File: config.mk
export PLATFORM = sky130hd
export DESIGN_NAME = id_hazard_scoreboard
export DESIGN_NICKNAME = d
export VERILOG_FILES = /design/src/rtl/id_hazard_scoreboard.sv
export SDC_FILE = /design/constraint.sdc
export NUM_CORES = 1
export LEC_CHECK = 0
export CAP_MARGIN = 5
export CORE_ASPECT_RATIO = 1.5
export CORE_MARGIN = 1.5
export CORE_UTILIZATION = 35
export CTS_CLUSTER_SIZE = 40
export DETAILED_ROUTE_END_ITERATION = 16
export PLACE_DENSITY = 0.53
export SYNTH_ARGS = -nofsm -noshare
export SYNTH_HDL_FRONTEND = slang
export SYNTH_SLANG_ARGS = --single-unit
File: constraint.sdc
create_clock -name clk -period 3.1 [get_ports clk]
set_clock_uncertainty 0.05 [all_clocks]
set_input_delay 0.465 -clock clk [delete_from_list [all_inputs] [get_ports clk]]
set_output_delay 0.465 -clock clk [all_outputs]
set_load 0.005 [all_outputs]
File: src/rtl/id_hazard_scoreboard.sv
// id_hazard_scoreboard: per-register in-flight write scoreboard driving ID stalls and EX redirect flushes
// Ports: clk; rst_n (synchronous, active-low); id_instr/id_reg_write/id_reg_dst decoded ID instruction;
//   wb_we/wb_rd register-file write port; ex_redirect taken branch/jump from EX;
//   pc_stall/ifid_stall hold fetch, ifid_flush squash IF/ID, idex_flush bubble ID/EX, sb_busy any write in flight.
// Optional macro SB_STALL_PERF_EN adds stall_cycles/redirect_cycles 32-bit event counters.
module id_hazard_scoreboard #(
    parameter int NUM_REGS = 32,
    parameter int CNT_W    = 2
) (
    input  logic        clk,
    input  logic        rst_n,
    input  logic [31:0] id_instr,
    input  logic        id_reg_write,
    input  logic        id_reg_dst,
    input  logic        wb_we,
    input  logic [4:0]  wb_rd,
    input  logic        ex_redirect,
    output logic        pc_stall,
    output logic        ifid_stall,
    output logic        ifid_flush,
    output logic        idex_flush,
    output logic        sb_busy
`ifdef SB_STALL_PERF_EN
   ,output logic [31:0] stall_cycles,
    output logic [31:0] redirect_cycles
`endif
);
    localparam logic [CNT_W-1:0] CNT_MAX = '1;
    logic [CNT_W-1:0]    cnt [NUM_REGS];
    logic [NUM_REGS-1:1] inc, dec, busy_vec;
    logic [5:0]          opcode;
    logic [4:0]          rs, rt, dest;
    logic                uses_rs, uses_rt, hazard, issue;
    logic                unused_bits;
    assign opcode      = id_instr[31:26];
    assign rs          = id_instr[25:21];
    assign rt          = id_instr[20:16];
    assign dest        = id_reg_dst ? id_instr[15:11] : rt;
    assign unused_bits = ^id_instr[10:0];
    // R-type, branches and stores read rt; jumps read nothing; everything else reads rs only
    assign uses_rt = opcode inside {6'h00, 6'h04, 6'h05, 6'h2b};
    assign uses_rs = !(opcode inside {6'h02, 6'h03});
    assign hazard  = (uses_rs && cnt[rs] != '0) || (uses_rt && cnt[rt] != '0);
    assign issue   = !ex_redirect && !hazard;
    assign pc_stall   = !ex_redirect && hazard;
    assign ifid_stall = !ex_redirect && hazard;
    assign ifid_flush = ex_redirect;
    assign idex_flush = ex_redirect || hazard;
    assign sb_busy    = |busy_vec;
    // a WB to an idle register is ignored so spurious writes cannot underflow
    always_comb begin
        inc      = '0;
        dec      = '0;
        busy_vec = '0;
        for (int r = 1; r < NUM_REGS; r++) begin
            inc[r]      = issue && id_reg_write && dest == 5'(r);
            dec[r]      = wb_we && wb_rd == 5'(r) && cnt[r] != '0;
            busy_vec[r] = cnt[r] != '0;
        end
    end
    always_ff @(posedge clk) begin
        cnt[0] <= '0;
        for (int r = 1; r < NUM_REGS; r++) begin
            if (!rst_n)
                cnt[r] <= '0;
            else if (inc[r] && !dec[r] && cnt[r] != CNT_MAX)
                cnt[r] <= cnt[r] + CNT_W'(1);
            else if (dec[r] && !inc[r])
                cnt[r] <= cnt[r] - CNT_W'(1);
        end
    end
`ifdef SB_STALL_PERF_EN
    always_ff @(posedge clk) begin
        if (!rst_n) begin
            stall_cycles    <= '0;
            redirect_cycles <= '0;
        end else begin
            if (ex_redirect)
                redirect_cycles <= redirect_cycles + 32'd1;
            if (!ex_redirect && hazard)
                stall_cycles <= stall_cycles + 32'd1;
        end
    end
`endif
endmodule

## Word level (Yosys, flattened, before mapping)

Memory sizes are Yosys's and may differ from the RTL's.
Cells that the tools add are included.

| word-level totals | value |
|---|---|
| bits of input ports | 43 |
| memory bits (writable) | 64 |
| bits in latches | 0 |
| output and inout bits | 5 |
| bits in registers | 0 |
| word-level logic and storage cells | 799 |
| memories | 1 |
| ROM bits | 0 |

| operators by class | value |
|---|---|
| add/subtract/negate cells | 62 |
| shift-type cells | 0 |
| order comparisons | 0 |
| reduce and logical (&&, ||, !) cells | 295 |
| eq/ne operators | 98 |
| divide/modulo/power cells | 0 |
| bitwise logic cells | 62 |
| multipliers | 0 |
| muxes and demuxes | 281 |

Memories:

| memory | words | width | read ports | clocked after Yosys merged registers in | wr ports | line | RTL |
|---|---|---|---|---|---|---|---|
| cnt | 32 | 2 | 33 | 0 | 32 | 29 | `logic [CNT_W-1:0] cnt [NUM_REGS];` |

Operators by type and width:

| kind | number |
|---|---|
| 2-to-1 mux 1 bit | 218 |
| logical AND 1 bit | 191 |
| equality test 5 bit (second input constant) | 32 |
| 2-to-1 mux 2 bit | 62 |
| equality test 5 x 4 -> 1 bit (second input constant) | 16 |
| nonzero test 2 bit | 34 |
| logical NOT 1 bit | 65 |
| adder 2 x 1 -> 2 bit (second input constant) | 31 |
| != test 2 bit (second input constant) | 31 |
| bitwise OR 1 bit | 62 |
| subtractor 2 x 1 -> 2 bit (second input constant) | 31 |
| equality test 5 x 3 -> 1 bit (second input constant) | 8 |
| OR reduction 31 bit | 1 |
| equality test 5 x 2 -> 1 bit (second input constant) | 4 |
| equality test 6 x 2 -> 1 bit (second input constant) | 2 |
| equality test 6 x 3 -> 1 bit (second input constant) | 2 |
| equality test 5 x 1 -> 1 bit (second input constant) | 2 |
| equality test 6 bit (second input constant) | 1 |
| logical NOT 6 bit | 1 |
| 2-to-1 mux 5 bit | 1 |
| nonzero test 4 bit | 1 |
| logical OR 1 bit | 2 |

## Logic depth before layout (Yosys ltp)

Gate-level depths: netlist (run 1).

| depth | value |
|---|---|
| word-level depth | 16 |
| mapped depth | 11 |

## Worst setup path after synthesis (run 1)

Ideal clock, no wire load.

| timing path | value |
|---|---|
| path type | in2out |
| from | in id_instr[17] |
| to | out pc_stall |
| cell stages on the path | 11 |
| required time | 2.585 ns |
| path slack | 0.243 ns |
| data arrival time | 2.342 ns |
| path buffers | 5 |
| cell sequence | buf_4 > buf_2 > nor3_1 > a31oi_1 > o21a_1 > o311ai_2 > o2111a_1 > clkbuf_1 > clkbuf_1 > nor2_1 > buf_4 |

| between the ends | value |
|---|---|
| longest elaborated chain between the ends | 5 |

RTL lines:

| what | line | RTL |
|---|---|---|
| start: declaration | 12 | `input logic [31:0] id_instr,` |
| memory (32 x 2 bit) | - |  |
| nonzero test 2 bit | 43 | `assign hazard = (uses_rs && cnt[rs] != '0) \|\| (uses_rt && cnt[rt] != '0);` |
| logical AND 1 bit | 43 |  |
| logical OR 1 bit | 43 |  |
| logical AND 1 bit | - |  |
| end: declaration | 18 | `output logic pc_stall,` |

No other way between the ends.

==> results of run 1 <==
synthesized netlist by cell type (21+ instances only):
library cell   n  area share [%]
a21oi_1       37             2.9
clkbuf_1      29             1.7
edfxtp_1      62              30
ha_1          60              12
inv_1         74             4.4
nand2_1       85             5.1
nand3_1       63             5.0
nand4_1       38             3.8
nor2_1        58             3.5
nor3_1        45             3.6
nor4_1        21             2.1
o21ai_0       45             3.6
through the flow:
step / instance area, um2 / setup TNS (ns)
2_1_floorplan: 6286 / 0
3_3_place_gp: 7219 / -46.86
3_5_place_dp: 7219 / -54.19
4_1_cts: 7702 / -0.1264
5_1_grt: 7883 / -0.001712
6_report: 7883 / 0
final timing paths:
check              from    endpoint  slack, ns  cells after the start
max          cnt[17][0]     sb_busy       0.05                      7
max reg2reg  cnt[17][1]  cnt[29][1]       0.12                      9
min reg2reg   cnt[7][0]   cnt[7][0]       0.64                      3
min           cnt[7][0]   cnt[7][0]       0.64                      3
worst min-delay path: stages, from the launching register on:
cell      delay (ns)
edfxtp_1        0.37
inv_1           0.07
nand2_1         0.06
a21oi_1         0.03
cell usage in the layout, fill, tap and decap left out, drive strengths merged, types with 4 or more instances in the layout:
cell / netlist / routed
a21boi: 16 / 16
a21oi: 37 / 37
a31oi: 4 / 4
buf: 16 / 83
clkbuf: 29 / 12
clkdlybuf4s50: 0 / 27
dlygate4sd2: 0 / 4
edfxtp: 62 / 62
ha: 60 / 60
inv: 74 / 74
mux2i: 10 / 10
mux4: 9 / 9
nand2: 85 / 85
nand2b: 12 / 12
nand3: 63 / 63
nand3b: 10 / 10
nand4: 38 / 38
nor2: 58 / 58
nor2b: 4 / 4
nor3: 45 / 45
nor3b: 8 / 8
nor4: 21 / 21
nor4b: 6 / 6
o2111ai: 8 / 9
o21a: 4 / 4
o21ai: 46 / 46
o22ai: 11 / 11
o31ai: 6 / 6
or3: 5 / 5
or4: 8 / 8
final cells by class:
| cell class | instances | area [um2] | share of cell area [%] |
|---|---|---|---|
| clock buffers | 9 | 225.2 | 2.857 |
| clock inverters | 7 | 97.59 | 1.238 |
| inverters | 74 | 281.5 | 3.571 |
| multi-input cells | 607 | 4076 | 51.71 |
| flip-flops and latches | 62 | 1862 | 23.62 |
| well taps | 213 | 266.5 | 3.381 |
| repair buffers | 117 | 1074 | 13.62 |
power by group:
group          leakage (nW)  switching [W]  internal [W]  total [W]
Sequential            0.641      0.0000324      0.000955   0.000987
Combinational          2.19       0.000422      0.000307   0.000728
Clock                 0.152       0.000429      0.000707    0.00114
cells by family (layout without fill, tap and decap cells):
logic type	count (synthesis)	after routing	synth area share [%]
simple gates	374	374	30.41
fa+ha+maj	60	60	11.94
compound gates	152	153	15.37
buf+inv	119	207	7.663
mux	20	20	4.996
flops	62	62	29.62
layer usage:
metal	routed length (um)	track usage [%]	vias to the layer above	part of all wire [%]
li1	-	-	3096	-
met1	8909	28.41	3132	39
met2	11130	42.04	295	49
met3	1401	3.728	59	6.2
met4	1156	12.11	0	5.1
met5	0	0	-	0
what timing repair did:
item,4_1_cts,5_1_grt
hold buffers,0,0
setup endpoints to repair,101,94
buffers inserted,14,3
cloned,2,3
pin swaps,4,6
resized for setup,23,34
==> results.cfg, run 1 <==
[run_status]
violations = design-rule violations
status = finished, violations left

[floorplanning]
start_util_pct = 35.93
chipWidth_um = 112.4
core_area_um2 = 17500
dieHeight_um = 167.1
die-area_um2 = 18790
num_rows = 59
io_pins = 48

[synth]
syn-num-nets = 890
synth-edff-count = 62
ys_ff_latch = 62
syn_inst = 787
ys_types = 56
synth_ff_type = edfxtp_1
yosysSeqAreaShare_pct = 29.62
syn_avg_cell_area_um2 = 7.987
async_flop_share_pct = 0
yosys_warnings = 0
synth_area_um2 = 6286

[setup_path]
worstSetupPathType = flop to output port
slowest_delay_ns = 0.49
cp_max_fo = 3
path_cells = buf_6, inv_1, ha_1, nand4_1, nor4_1, nand2_1, clkdlybuf4s50_1
worst_path_max_delay_cell = nor4_1
critPathBufInv = 3
critPathTopFamily = simple AND/OR/NAND/NOR gates
cp.required_ns = 2.58
critPathLaunchType = flop
critPathArrivalTime_ns = 2.54
end_kind = output port

[detailed_routing]
drt_iter0_markers = 518
antenna_left = 0
viasPerCell = 6.044
drcViolationCount = 3
vias = 6582
wl_um = 22590
firstDrtPassIters = 13
wl_per_cell_um = 20.75

[run]
cap_violations = 0

[finish]
final_nets = 974
final_layout_size_suffix_gt1_share_pct = 15.41
largest_registers = cnt (62)
final_util_pct = 45.05
instances_no_fill = 1089
largest_reg_flops = 62
n_antenna_cell = 0
largest_register = cnt
area_growth_pct = 25.40
fillCellCount = 1714

[clock_tree]
cts_tree = yes
htreeDepth = 3
numCtsBuffers = 9
clock_latency_ns = 0.35
cts_root_buffer = clkbuf_16
clk_pin_slew_worst_paths_ns = 0.07
cts.sink_count = 62
clock_path_buffers = 2

[place]
place.gp.congestion = 0.9769
port_buffers = 36
placed_cells = 1052
post-place-ws_ns = -0.5408
dp_hpwl_um = 16790

[pwr]
power_density_nw_per_um2 = 361.8
total_power_w = 0.002852
peakVddDrop_mv = 0.1929
p_leak_nw = 2.986

[timing]
setup_viol = 0
fmax_mhz = 327.6
fin_hold_ws_ns = 0.6383
worst_pin_slew_ns = 0.5636
fin_crit_ns = 3.053
setup_ws_ns = 0.04724
slew_violations = 0
relSlewSlack_pct = 62.31
hold_viol_final = 0
fin_crit_sh_pct = 98.48

[global_routing]
antenna_found_initial = 0
grt_use_total_pct = 24.02
overflow = 0
grt_pass1_vias = 6527
grt_pass1_wl_um = 34960
grt_max_degree = 109

[hold_path]
min_path_type = flop to flop
No activity file was read; power rests on OpenSTA's default activity.
==> run 2, diff against run 1 <==
- PLACE_DENSITY: 0.53 -> not set
- SKIP_LAST_GASP: not set -> 1
==> run 2 against run 1 <==
Against the previous run:
- total power down 4.4%
- the run still ends with design-rule violations left
- sequential power is essentially flat
- sequential cell count did not move
- utilization is 0.38 points higher
- final area grew 0.84%
- worst setup slack lost 0.031 ns
==> results.cfg, run 2 (synthesis gave the netlist of run 1 again) <==
[timing]
hold_viol_final = 0
fin_crit_sh_pct = 99.46
worst_pin_slew_ns = 0.8307
fin_crit_ns = 3.083
slew_violations = 0
fmax_mhz = 324.3
finalSetupTns_ns = 0
rsz0062_at_grt = true
setup_viol = 0
relSlewSlack_pct = 44.62

[floorplanning]
chipWidth_um = 112.4
start_util_pct = 35.93
core_area_um2 = 17500
dieHeight_um = 167.1
io_pins = 48
num_rows = 59
die-area_um2 = 18790

[finish]
largest_registers = cnt (62)
n_antenna_cell = 0
instances_no_fill = 1095
multi_input_area_um2 = 4163
area_growth_pct = 26.45
final_layout_size_suffix_gt1_share_pct = 17.01
final_nets = 980
seq_area_um2 = 1862
largest_reg_flops = 62
final_cell_area_um2 = 7949
final_common_cell = nand2_1
mostFrequentLayoutCells = nand2_1, inv_1, buf_4, nand3_1, edfxtp_1
fillCellCount = 1718
largest_register = cnt

[clock_tree]
clock_latency_ns = 0.34
htreeDepth = 3
clock_path_buffers = 2
clk_pin_slew_worst_paths_ns = 0.06
cts_root_buffer = clkbuf_16
cts.sink_count = 62
cts_tree = yes
numCtsBuffers = 9

[global_routing]
grt_use_total_pct = 22.43
overflow = 0
grt_max_degree = 71
grt_pass1_vias = 6291
grt_pass1_wl_um = 32930
antenna_found_initial = 0

[setup_path]
cp_max_fo = 8
cp.required_ns = 3.25
critPathArrivalTime_ns = 3.23
worstRegToRegCells = 9
worstSetupPathType = flop to flop
end_kind = flop
critPathLaunchType = flop

[pwr]
p_int_w = 0.001868
p_leak_nw = 3.017
power_density_nw_per_um2 = 343.1
pwr-share-clk_pct = 38.1
p_sw_share_pct = 31.51
peakVddDrop_mv = 0.2119
pwr-share-comb_pct = 25.7
seqPwrFrac_pct = 36.2
p_switching_w = 0.0008594

[detailed_routing]
wl_per_cell_um = 19.31
drcViolationCount = 3
drt_iter0_markers = 469
vias = 6502
viasPerCell = 5.938
antenna_left = 0
wl_um = 21140
firstDrtPassIters = 11

[place]
placed_cells = 1064
place_area_um2 = 7325
dp_hpwl_um = 15980
port_buffers = 36
place.gp.congestion = 0.8842

[run]
cap_violations = 0

[hold_path]
min_path_type = input pin to flop
min_path_cells = 2

[run_status]
violations = design-rule violations
status = finished, violations left
run 2: metal layers:
layer / vias to the layer above / wire length (um) / track usage [%]
met5: - / 0 / 0
met4: 0 / 992 / 11.01
met3: 61 / 1302 / 2.642
met1: 3072 / 8385 / 26.79
met2: 268 / 10460 / 39.69
li1: 3101 / - / -
run 2: worst paths after layout:
check / slack, ns / end / from
setup / recovery: 0.02 / cnt[20][0] / cnt[17][1]
hold / removal: 0.60 / cnt[23][1] / rst_n
setup reg to reg: 0.02 / cnt[20][0] / cnt[17][1]
hold reg to reg: 0.63 / cnt[22][0] / cnt[22][0]
run 2: timing repair:
action,in CTS,in global routing
gates cloned,0,4
endpoints found under the setup margin,72,112
setup buffers,10,1
pin swaps,6,14
gates resized for setup,33,36
hold buffers,0,0
run 2: worst max-delay path, cell delays in order (launching register included):
cell and delay [ns]:
edfxtp_1 0.48, or4b_4 0.59, o311ai_4 0.08, o22ai_2 0.12, o311ai_4 0.29, buf_6 0.17, o2111ai_4 0.26, buf_6 0.24
or4_4 0.51, a21oi_2 0.15
run 2: final cells by class:
cell class	instances	share of cell area (%)
multi-input combinational	607	52.37
sequential	62	23.42
timing repair buffer	123	13.55
inverter	74	3.542
tap	213	3.353
clock buffer	9	2.833
clock inverter	7	0.9287
run 2: power by group through the flow:
| stage | Sequential [W] | Clock [W] | Combinational (W) |
|---|---|---|---|
| after global routing | 0.000992 | 0.00107 | 0.000752 |
| after CTS | 0.000986 | 0.00105 | 0.000651 |
| after global placement | 0.00100 | 0 | 0.000605 |
| after detailed placement | 0.00100 | 0 | 0.000609 |
| after floorplan | 0.000993 | 0 | 0.000344 |
| final | 0.000988 | 0.00104 | 0.000700 |
run 2: through the flow:
step	worst slack (ns)	hold WS, ns	total power (W)	util (%)
finish	0.01663	0.6025	0.002727	45.43
global placement	-0.4728	0.6192	0.001608	41.87
detailed placement	-0.4900	0.6287	0.001612	41.87
CTS	-0.03541	0.6014	0.002691	44.58
floorplan	0.2429	0.5955	0.001337	-
global route	-0.07614	0.6308	0.002819	45.43
==> run 3, diff against run 2 <==
- ABC_AREA: not set -> 1
==> run 3 against run 2 <==
Against the previous run:
- the flow now finishes without violations
- global-route usage fell by 0.14 points
- clock power is 12% lower
- count of clock-buffer cells in the layout rose by 2
- final area shrank 1.6%
- sequential cell count unchanged
- sequential share of layout area rose by 0.38 points
- final cell count rose by 24%
- via count increased by 8.0%
- sequential power barely moved
- fmax is 4.3% higher
- largest power group is now registers
- highest routed layer unchanged
==> results.cfg, run 3 <==
[synth]
synth_fa_ha_area_share_pct = 11.25
syn-num-nets = 1139
ys_types = 28
ys_ff_latch = 62
synth.area.top_cells = edfxtp_1, nand3_1, nand2_1
yosysTopAreaCell = edfxtp_1
yosysSeqAreaShare_pct = 27.89
syn_inst = 1036
yosys_warnings = 0
synth_top_family_by_area = simple AND/OR/NAND/NOR gates
yosysMostFrequentCell = nand2_1
synth_area_um2 = 6675
synthSimpleGateAreaFrac_pct = 43.24
synth_common_cells = nand2_1, nor2_1, inv_1
synth_mux_area_share_pct = 0
synthXorXnorAreaFrac_pct = 0
async_flop_share_pct = 0
yosysTopAreaCellShare_pct = 27.89
syn_avg_cell_area_um2 = 6.443
synth_compound_area_share_pct = 4.855
synth_ff_type = edfxtp_1
synth-edff-count = 62

[clock_tree]
clock_latency_ns = 0.35
htreeDepth = 3
cts_tree = yes
clk_pin_slew_worst_paths_ns = 0.06
cts_hold_buf = 0
cts_root_buffer = clkbuf_16
postCtsSetupBuffers = 0
ctsResizeCount = 5
numCtsBuffers = 9
cts.sink_count = 62
clock_path_buffers = 2

[pwr]
power_density_nw_per_um2 = 316.6
peakVddDrop_mv = 0.2299
total_power_w = 0.002476
p_leak_nw = 3.661

[setup_path]
critPathLaunchType = flop
end_kind = output port
r2r_setup_slack_ns = 0.40
cp.required_ns = 2.58
rr_endpoint = cnt[15][1]
worstSetupPathType = flop to output port
path_cells = inv_1, ha_1, nand4_1, nor4_1, nand3_1, clkdlybuf4s50_1
r2r-start = cnt[17][0]
critPathTopFamily = simple AND/OR/NAND/NOR gates
slowest_delay_ns = 0.50
worstRegToRegCells = 16
critPathArrivalTime_ns = 2.44
cp_max_fo = 5
worst_path_max_delay_cell = edfxtp_1
critPathBufInv = 2

[detailed_routing]
drt_iter0_markers = 487
antenna_left = 0
wl_per_cell_um = 15.84
viasPerCell = 5.188
drcViolationCount = 0
vias = 7019
firstDrtPassIters = 5
wl_um = 21430

[place]
place.gp.congestion = 0.9583
dp_hpwl_um = 16840
port_buffers = 36
placed_cells = 1338

[finish]
fillCellCount = 2046
n_antenna_cell = 0
largest_reg_flops = 62
area_growth_pct = 17.17
largest_registers = cnt (62)
final_common_cell = nand2_1
final_layout_size_suffix_gt1_share_pct = 8.629
final_nets = 1200
mostFrequentLayoutCells = nand2_1, nor2_1, inv_1, nand3_1, edfxtp_1
seq_area_um2 = 1862
instances_no_fill = 1353
largest_register = cnt
multi_input_area_um2 = 3981

[hold_path]
min_path_cells = 1
min_from = cnt[16][0]
min_path_type = flop to flop
whs_endpoint = cnt[16][0]

[timing]
slew_violations = 0
hold_viol_final = 0
fmax_mhz = 338.2
rsz0062_at_grt = false
fin_crit_sh_pct = 95.38
worst_pin_slew_ns = 0.7872
setup_viol = 0
fin_crit_ns = 2.957
relSlewSlack_pct = 47.52

[floorplanning]
io_pins = 48
chipWidth_um = 115.8
die-area_um2 = 19930
core_area_um2 = 18620
start_util_pct = 35.84
num_rows = 61
dieHeight_um = 172.1

[global_routing]
antenna_found_initial = 0
grt_max_degree = 65
overflow = 0
grt_use_total_pct = 22.28
grt_pass1_vias = 6801
grt_pass1_wl_um = 33820

[run_status]
status = complete, no violations

[run]
cap_violations = 0
## run 3: changes by cell type after synthesis, sizes merged, moves of 10 or more
cell,before,now
a21boi,16,0
clkbuf,29,16
inv,74,177
mux2i,10,0
nand2,85,205
nand2b,12,0
nand3,63,166
nor2,58,188
nor3,45,6
o21ai,46,30
o22ai,11,0
## run 3: cell families (layout without fill, tap and decap cells)
group | after synthesis | in the layout
AND/OR/NAND/NOR | 639 | 639
AO/OA/AOI/OAI | 64 | 64
buffers and inverters | 211 | 276
adder cells (fa/ha/maj) | 60 | 60
flip-flops | 62 | 62
## run 3: worst max-delay path by stage
stage,from,endpoint,slack [ns],depth (start not counted)
after detailed placement,id_instr[17],pc_stall,-0.12,11
after CTS,id_instr[21],pc_stall,0.02,11
after floorplan,id_instr[17],cnt[3][0],0.83,16
after global placement,id_instr[17],pc_stall,-0.10,11
final,cnt[15][0],sb_busy,0.14,6
after global routing,id_instr[21],cnt[20][0],0.01,20
## run 3: cell type report
type                       count  share of cell area, %
sequential                    62                  23.80
tap                          252                  4.031
clock inverter                 4                 0.1920
multi-input combinational    763                  50.90
inverter                     178                  8.607
timing repair buffer          83                  9.486
clock buffer                  11                  2.976
## run 3: power by group
group | leakage [nW] | total [W] | internal, W | switching [W]
clock | 0.120 | 0.000912 | 0.000526 | 0.000386
combinational | 2.90 | 0.000575 | 0.000203 | 0.000372
sequential | 0.639 | 0.000990 | 0.000956 | 0.0000340
total | 3.66 | 0.00248 | 0.00168 | 0.000791
## run 3: routing by layer
metal / vias to the layer above / wire [um] / track usage, % / share of wire [%]
li1: 3523 / - / - / -
met1: 3194 / 8641 / 25.15 / 40
met2: 233 / 10390 / 39.39 / 48
met3: 69 / 1338 / 3.961 / 6.2
met4: 0 / 1056 / 11.98 / 4.9
met5: - / 0 / 0 / 0
## run 3: worst reg2reg max path: stages (launching register included)
cell      delay (ns)
edfxtp_1        0.43
nor2_1          0.34
nor2_1          0.09
nor2_1          0.09
nand2_1         0.07
nand2_1         0.05
nand2_1         0.05
nand2_1         0.05
nand3_1         0.06
nand3_1         0.19
nand2_1         0.10
nor2_2          0.08
buf_4           0.18
buf_4           0.20
nand3_1         0.11
nand2_1         0.11
nand3_1         0.14
## run 3: per-stage QoR
step / setup slack [ns] / util [%] / TNS [ns] / cell area [um2] / hold slack [ns]
floorplan: 0.8280 / - / 0 / 6675 / 0.5013
global placement: -0.1037 / 40.53 / -1.117 / 7547 / 0.5198
detailed placement: -0.1150 / 40.53 / -2.735 / 7547 / 0.5227
CTS: 0.02051 / 41.90 / 0 / 7802 / 0.5320
global route: 0.01207 / 42.00 / 0 / 7821 / 0.5434
finish: 0.1434 / 42.00 / 0 / 7821 / 0.5272
